File: src/rtl/mux_pkg.sv
// rtl/mux_pkg.sv - shared constants for the N-to-1 arbitrated mux
package mux_pkg;
    localparam int   DEFAULT_WIDTH = 64;
    localparam int   DEFAULT_N     = 4;
    localparam logic MODE_FIXED    = 1'b0;
    localparam logic MODE_RR       = 1'b1;
endpackage

File: src/rtl/rr_arbiter.sv
// rtl/rr_arbiter.sv - round-robin arbiter owning the rotating priority pointer
module rr_arbiter
    import mux_pkg::*;
#(
    parameter int N  = DEFAULT_N,
    parameter int SW = $clog2(N)
) (
    input  logic          clk,
    input  logic          rst_n,
    input  logic [N-1:0]  req,
    input  logic          advance,
    output logic [N-1:0]  grant,
    output logic [SW-1:0] index
);
    logic [SW-1:0] r_ptr;
    logic          w_found;

    // Search starts at r_ptr and wraps, so the last winner gets lowest priority.
    always_comb begin
        int j;
        j       = 0;
        grant   = '0;
        index   = '0;
        w_found = 1'b0;
        for (int k = 0; k < N; k++) begin
            j = int'(r_ptr) + k;
            if (j >= N) j = j - N;
            if (!w_found && req[j]) begin
                w_found  = 1'b1;
                grant[j] = 1'b1;
                index    = SW'(j);
            end
        end
    end

    always_ff @(posedge clk) begin
        if (!rst_n) begin
            r_ptr <= '0;
        end else if (advance) begin
            r_ptr <= (int'(index) == N - 1) ? '0 : index + 1'b1;
        end
    end
endmodule

File: src/rtl/mux_nto1_arb.sv
// rtl/mux_nto1_arb.sv - N-to-1 registered mux with fixed-select or round-robin grant
module mux_nto1_arb
    import mux_pkg::*;
#(
    parameter int WIDTH = DEFAULT_WIDTH,
    parameter int N     = DEFAULT_N,
    parameter int SW    = $clog2(N)
) (
    input  logic               clk,
    input  logic               rst_n,
    input  logic [N*WIDTH-1:0] in_data,
    input  logic [N-1:0]       in_valid,
    output logic [N-1:0]       in_ready,
    input  logic               mode,
    input  logic [SW-1:0]      sel,
    output logic [WIDTH-1:0]   out_data,
    output logic [SW-1:0]      out_sel,
    output logic               out_valid,
    input  logic               out_ready
);
    logic [WIDTH-1:0] r_out_data;
    logic [SW-1:0]    r_out_sel;
    logic             r_out_valid;

    logic             w_load;
    logic [N-1:0]     w_rr_req;
    logic [N-1:0]     w_rr_grant;
    logic [SW-1:0]    w_rr_index;
    logic             w_rr_advance;
    logic [N-1:0]     w_fixed_grant;
    logic [N-1:0]     w_grant;
    logic [SW-1:0]    w_grant_idx;
    logic [WIDTH-1:0] w_mux_data;

    assign w_load       = !r_out_valid || out_ready;
    assign w_rr_req     = w_load ? in_valid : '0;
    assign w_rr_advance = rst_n && (mode == MODE_RR) && (|w_rr_grant);

    rr_arbiter #(.N(N), .SW(SW)) u_rr (
        .clk     (clk),
        .rst_n   (rst_n),
        .req     (w_rr_req),
        .advance (w_rr_advance),
        .grant   (w_rr_grant),
        .index   (w_rr_index)
    );

    always_comb begin
        w_fixed_grant = '0;
        if (w_load && (int'(sel) < N) && in_valid[sel]) w_fixed_grant[sel] = 1'b1;
    end

    assign w_grant     = (mode == MODE_RR) ? w_rr_grant : w_fixed_grant;
    assign w_grant_idx = (mode == MODE_RR) ? w_rr_index : sel;
    assign in_ready    = rst_n ? w_grant : '0;

    // One-hot AND-OR select keeps the read in range even for an invalid sel.
    always_comb begin
        w_mux_data = '0;
        for (int i = 0; i < N; i++) begin
            if (w_grant[i]) w_mux_data = in_data[i*WIDTH +: WIDTH];
        end
    end

    always_ff @(posedge clk) begin
        if (!rst_n) begin
            r_out_data  <= '0;
            r_out_sel   <= '0;
            r_out_valid <= 1'b0;
        end else if (w_load) begin
            if (|w_grant) begin
                r_out_data  <= w_mux_data;
                r_out_sel   <= w_grant_idx;
                r_out_valid <= 1'b1;
            end else begin
                r_out_valid <= 1'b0;
            end
        end
    end

    assign out_data  = r_out_data;
    assign out_sel   = r_out_sel;
    assign out_valid = r_out_valid;
endmodule

File: config.mk
export PLATFORM = sky130hd
export DESIGN_NAME = mux_nto1_arb
export DESIGN_NICKNAME = d
export VERILOG_FILES = /design/src/rtl/mux_pkg.sv /design/src/rtl/rr_arbiter.sv /design/src/rtl/mux_nto1_arb.sv
export SDC_FILE = /design/constraint.sdc
export NUM_CORES = 1
export LEC_CHECK = 0
export CAP_MARGIN = 5
export CELL_PAD_IN_SITES_DETAIL_PLACEMENT = 0
export CELL_PAD_IN_SITES_GLOBAL_PLACEMENT = 1
export CORE_MARGIN = 2
export CORE_UTILIZATION = 32
export CTS_CLUSTER_SIZE = 12
export DETAILED_ROUTE_END_ITERATION = 6
export GPL_TIMING_DRIVEN = 0
export PLACE_DENSITY = 0.89
export SLEW_MARGIN = 20
export SYNTH_ARGS = -nofsm -noshare
export SYNTH_HDL_FRONTEND = slang
export SYNTH_HIERARCHICAL = 1
export SYNTH_SLANG_ARGS = --single-unit
File: constraint.sdc
create_clock -name clk -period 7.1 [get_ports clk]
set_input_delay 1.42 -clock clk [delete_from_list [all_inputs] [get_ports clk]]
set_output_delay 1.42 -clock clk [all_outputs]
set_load 0.01 [all_outputs]
# Word level (Yosys, flattened, before mapping)
# Cells that the tools add are included.
# Widths: inputs -> output; s select.
[word_totals]
regBits = 69
inputBits = 266
output_inout_bits = 71
[op_classes]
n_addsub = 8
magnitude_cmp = 14
n_eq_ne = 1
n_mux = 50
n_bitwise = 3
n_reduce_logical = 19
[ops]
columns = ["op", "n"]
rows = [
  ["$mux 64", 4],
  ["$ge 32x1->1 const B", 4],
  ["$lt 32x4->1 const B", 4],
  ["$mux 32", 4],
  ["$ge 32x4->1 const B", 3],
  ["$sub 32x4->32 const B", 3],
  ["$mux 4", 8],
  ["$mux 1", 18],
  ["$mux 2", 6],
  ["$or 4x4->4", 3],
  ["$logic_and 1x1->1", 11],
  ["$bmux 1 s2", 5],
  ["$demux 1 s2", 5],
  ["$reduce_or 4->1", 2],
  ["$add 2x2->3 const B", 2],
  ["$logic_not 1->1", 4],
  ["$sub 2x3->4 const B", 1],
  ["$add 2x1->3 const B", 1],
  ["$ge 2x3->1 const B", 1],
  ["$lt 2x3->1 const B", 1],
  ["$add 2x1->2 const B", 1],
  ["$eq 2x1->1 const B", 1],
  ["$ge 2x1->1 const B", 1],
  ["$reduce_and 2->1", 1],
  ["$logic_or 1x1->1", 1],
]

# Logic depth before layout (Yosys ltp)
[depth]
word_depth = 21
ltp_mapped = 17
mapped_depth_nobuf = 12

# Modules after synthesis
# Netlist, hierarchy kept.
[modules_own_cells]
columns = ["module", "n_inst", "cells_per_inst", "area_per_inst_um2"]
rows = [
  ["mux_nto1_arb", 1, 1014, 7184.4],
  ["rr_arbiter", 1, 54, 503.0],
]

# Worst setup path before layout
# OpenSTA, ideal clock, no wires.
[synth_timing]
path_type = "in2out"
startpoint = "in out_ready"
endpoint = "out in_ready[3]"
arrival_time_ns = 4.324
path_slack_ns = 1.356
path_stages = 15
n_path_buf = 6
path_cell_list = "nand2b_1 > buf_4 > buf_2 > clkbuf_1 > and2_1 > mux4_2 > buf_2 > nor4_4 > a22oi_1 > o21ai_0 > nand2_1 > o21ai_1 > buf_2 > clkbuf_1 > and2_1"
[synth_between]
elab_chain_cells = 17
[synth_rtl]
columns = ["element", "line_no", "rtl"]
rows = [
  ["start: declaration", "mux_nto1_arb.sv:19", "input logic out_ready"],
  ["$logic_or 1x1->1 (*)", "mux_nto1_arb.sv:35", "assign w_load = !r_out_valid || out_ready;"],
  ["$mux 4 (*)", "mux_nto1_arb.sv:36", "assign w_rr_req = w_load ? in_valid : '0;"],
  ["named net w_rr_req[3]", "mux_nto1_arb.sv:26", "logic [N-1:0] w_rr_req;"],
  ["$bmux 1 s2", "rr_arbiter.sv:28", "if (!w_found && req[j]) begin"],
  ["$mux 1 (implied by the code) (2 in a row)", "rr_arbiter.sv:28", ""],
  ["$mux 1", "rr_arbiter.sv:28", ""],
  ["$logic_not 1->1", "rr_arbiter.sv:28", ""],
  ["$logic_and 1x1->1", "rr_arbiter.sv:28", ""],
  ["[2 not listed]", "--", ""],
  ["$logic_and 1x1->1", "rr_arbiter.sv:28", ""],
  ["$mux 1", "rr_arbiter.sv:28", ""],
  ["$logic_not 1->1", "rr_arbiter.sv:28", ""],
  ["$logic_and 1x1->1", "rr_arbiter.sv:28", ""],
  ["$mux 4 (*)", "rr_arbiter.sv:28", ""],
  ["named net w_rr_grant[3]", "mux_nto1_arb.sv:27", "logic [N-1:0] w_rr_grant;"],
  ["$mux 4 (*)", "mux_nto1_arb.sv:53", "assign w_grant = (mode == MODE_RR) ? w_rr_grant : w_fixed_grant;"],
  ["$mux 4 (*)", "mux_nto1_arb.sv:55", "assign in_ready = rst_n ? w_grant : '0;"],
  ["end: declaration", "mux_nto1_arb.sv:13", "output logic [N-1:0] in_ready,"],
]
# The timed path passes the listed nets; every way through them passes the cells marked *. The select of a mux whose other input is x is not followed.

# Final worst setup path
[layout_timing]
startpoint = "in out_ready"
endpoint = "out in_ready[1]"
# Same word-level chain as after synthesis.

==> results.toml <==
[status]
status = "completed"

[hold_path]
hold_class = "flop to flop"

[critical_path]
crit_required_ns = 5.68
slowest_stage = "clkdlybuf4s50_1"
worstPathCellList = "clkdlybuf4s50_1 > nand2b_1 > buf_4 > clkbuf_4 > and2_1 > mux4_2 > buf_2 > nor4_4 > a22oi_1 > o21ai_0 > and2_1 > a41oi_2 > buf_6 > buf_4 > nor2b_1 > clkdlybuf4s50_1"
max_stage_delay_ns = 0.56
path_class = "input pin to output port"
critPathArrivalTime_ns = 5.49
startpoint_type = "input pin"
cp_max_fo = 19
cp-end-kind = "output port"

[synth]
netlist_instances = 1068
synth_top_family_by_area = "compound AO/OA/AOI/OAI gates"
synth-seq-area-share_pct = 17.97
ys.flop_type = "dfxtp_1"
synth_nets = 1342
syn_area_per_cell_um2 = 7.198
synthMuxAreaShare_pct = 2.100
ys_ff_latch = 69
synth-compound-area-share_pct = 43.46
synth_fa_ha_area_share_pct = 1.302
postSynth.asyncResetShare_pct = 0
yosysUniqueCellTypes = 44
synthXorXnorAreaFrac_pct = 0
yosys_warnings = 6
synth-edff-count = 0
synthSimpleGateAreaFrac_pct = 25.54
netlist_area_um2 = 7687

[cts]
cts_root_buf = "clkbuf_16"
clkSinkCount = 69
holdBufCountCts = 0
numCtsBuffers = 9
clockBufferDepth = 2
cts_max_level = 3
cts_tree = "done"
cts.clk_slew.worst_paths_ns = 0.06
clk_latency_ns = 0.35

[drt]
drc = 0
via_count = 10113
ant_nets = 0
wl_met1_mm = 16.00
highest-signal-layer = "met4"
vias_per_cell = 5.829
drtPass1Iterations = 5
wire_per_inst_um = 21.39
wl_mm = 37.12
drt_iter0_drc = 853
wl_met3_mm = 2.946
dr_wl_met2_mm = 17.37

[power_and_ir_drop]
internal-power_w = 0.002243
ir_drop_mv = 0.1646
power.share.sequential_pct = 17.6
power_switching_w = 0.001788
pwr-share-comb_pct = 71.0
powerDensity_nw_per_um2 = 344.0
switching_share_pct = 44.35
finalPower_w = 0.004030
p_clk_share_pct = 11.3
leakage_nw = 4.184

[grt]
grt_remaining_overflow = 0
grt_antenna_before_repair = 0
grt_pass1_vias = 9750
grtUsageTotal_pct = 27.85
grt_pass1_wl_mm = 56.55
grt_max_degree = 20

[sta]
skew_ns = 0.007391
rsz0062_at_grt = "no"
fin_crit_ns = 6.908
period_share_pct = 97.30
setup_viol = 0
max_freq_mhz = 144.8
worstMarginPinSlew_ns = 0.9131
report.final.hold_viol_count = 0
drv_slew = 0
timing.hold.ws_ns = 0.5096
layout_setup_ws_ns = 0.1919
maxSlewHeadroom_pct = 39.12

[final_layout]
antennaDiodeCount = 0
final_common_cell = "clkdlybuf4s50_1"
nets = 1686
fillers = 2436
area_growth_pct = 52.39
final_util_pct = 49.76
multi_input_comb_area_um2 = 5565
seqCellArea_um2 = 1381
stdcell_count = 1735
final_cell_mix = "334 x clkdlybuf4s50_1, 128 x nand3_1, 79 x clkbuf_1, 72 x nand2_1, 72 x a22oi_1"
drive_gt1_share_pct = 6.003

[floorplanning]
rows = 56
coreArea_um2 = 23540
die_x_um = 159.0
ioPinCount = 337
die_area_um2 = 25280
die_h_um = 159.0
start_util_pct = 32.65

[placed_design]
place.gp.congestion = 0.8761
pre_cts_ws_ns = -0.4673
io_buffer_count = 334
place.detailed.hpwl_mm = 28.18
dp.cells = 1721

[job]
max_cap_viol_count = 0
## worst max-delay path, delay by kind of cell
family                 cells  cell delay, ns
muxes                      1            0.52
buffers and inverters      7            2.00
AOI/OAI and AO/OA          3            0.33
and+or+nand+nor            5            1.19
## cell usage after synthesis, types with 2 or more instances
cell | number | area share [%]
nand3_1 | 128 | 8.3
nor2b_1 | 65 | 5.3
inv_1 | 5 | 0.24
o21a_1 | 64 | 6.2
and2_1 | 7 | 0.57
ha_1 | 8 | 1.3
nor2_2 | 2 | 0.16
nor3b_1 | 65 | 6.3
buf_2 | 31 | 2.0
o21ai_0 | 56 | 3.6
nor2_1 | 3 | 0.15
mux4_2 | 4 | 1.2
clkbuf_1 | 80 | 3.9
nor3_1 | 2 | 0.13
o211a_1 | 2 | 0.26
nand2_1 | 72 | 3.5
buf_6 | 8 | 1.2
a21oi_1 | 66 | 4.3
mux2i_1 | 6 | 0.78
a21boi_0 | 2 | 0.20
dfxtp_1 | 69 | 18
o21ai_1 | 14 | 0.91
a22oi_1 | 72 | 7.0
buf_1 | 9 | 0.44
buf_4 | 19 | 1.9
a21o_1 | 64 | 6.2
a31oi_1 | 64 | 5.2
a311o_1 | 65 | 8.5
## state kept, by name (all words and copies together) (netlist names), named ones only
register and cells:
out_sel 2, out_data 64, out_valid 1, u_rr/r_ptr 1
## power by group through the flow
stage | clock network [W] | registers [W] | logic [W]
floorplan | 0 | 0.000787 | 0.00165
global placement | 0 | 0.000711 | 0.00278
detailed placement | 0 | 0.000710 | 0.00282
CTS | 0.000458 | 0.000708 | 0.00283
global route | 0.000471 | 0.000734 | 0.00309
finish | 0.000457 | 0.000710 | 0.00286
## through the flow
step	instance area [um^2]	setup TNS, ns
finish	11720	0
global route	11720	0
CTS	11700	0
detailed placement	11430	-0.5564
global placement	11430	-0.5202
floorplan	7687	0
## logic make-up after synthesis
family	count (synthesis)
buffers and inverters	152
flip-flops	69
adder cells (fa/ha/maj)	8
AND/OR/NAND/NOR	352
AO/OA/AOI/OAI	476
multiplexers	11
## what timing repair did
| action | 4_1_cts | 5_1_grt |
|---|---|---|
| gates resized for setup | 1 | 3 |
| setup buffers | 0 | 1 |
| gates cloned | 0 | 0 |
| pin swaps | 0 | 1 |
| hold endpoints to repair | 0 | 0 |
| endpoints found under the setup margin | 3 | 3 |
## cell type report
type	instances	share of cell area, %
multi-input combinational	847	47.51
inverter	5	0.1602
timing repair buffer	335	28.60
tap	319	3.407
clock buffer	14	2.339
buffer	145	6.152
sequential	69	11.79
clock inverter	1	0.04272
## per-layer routing
| metal | global-route usage, % | up-vias |
|---|---|---|
| met5 | 0 | - |
| met4 | 7.273 | 0 |
| met3 | 4.767 | 54 |
| met2 | 47.20 | 499 |
| met1 | 36.73 | 4810 |
| li1 | - | 4750 |
## worst paths after layout
path	from	end	slack, ns	cells past startpoint
worst min register to register	out_sel[1]	out_sel[1]	0.51	1
worst max register to register	out_valid	out_data[47]	2.71	15
worst min-delay path	out_sel[1]	out_sel[1]	0.51	1
worst max-delay path	out_ready	in_ready[1]	0.19	16
Note: power is estimated with default switching activity, not from simulation.
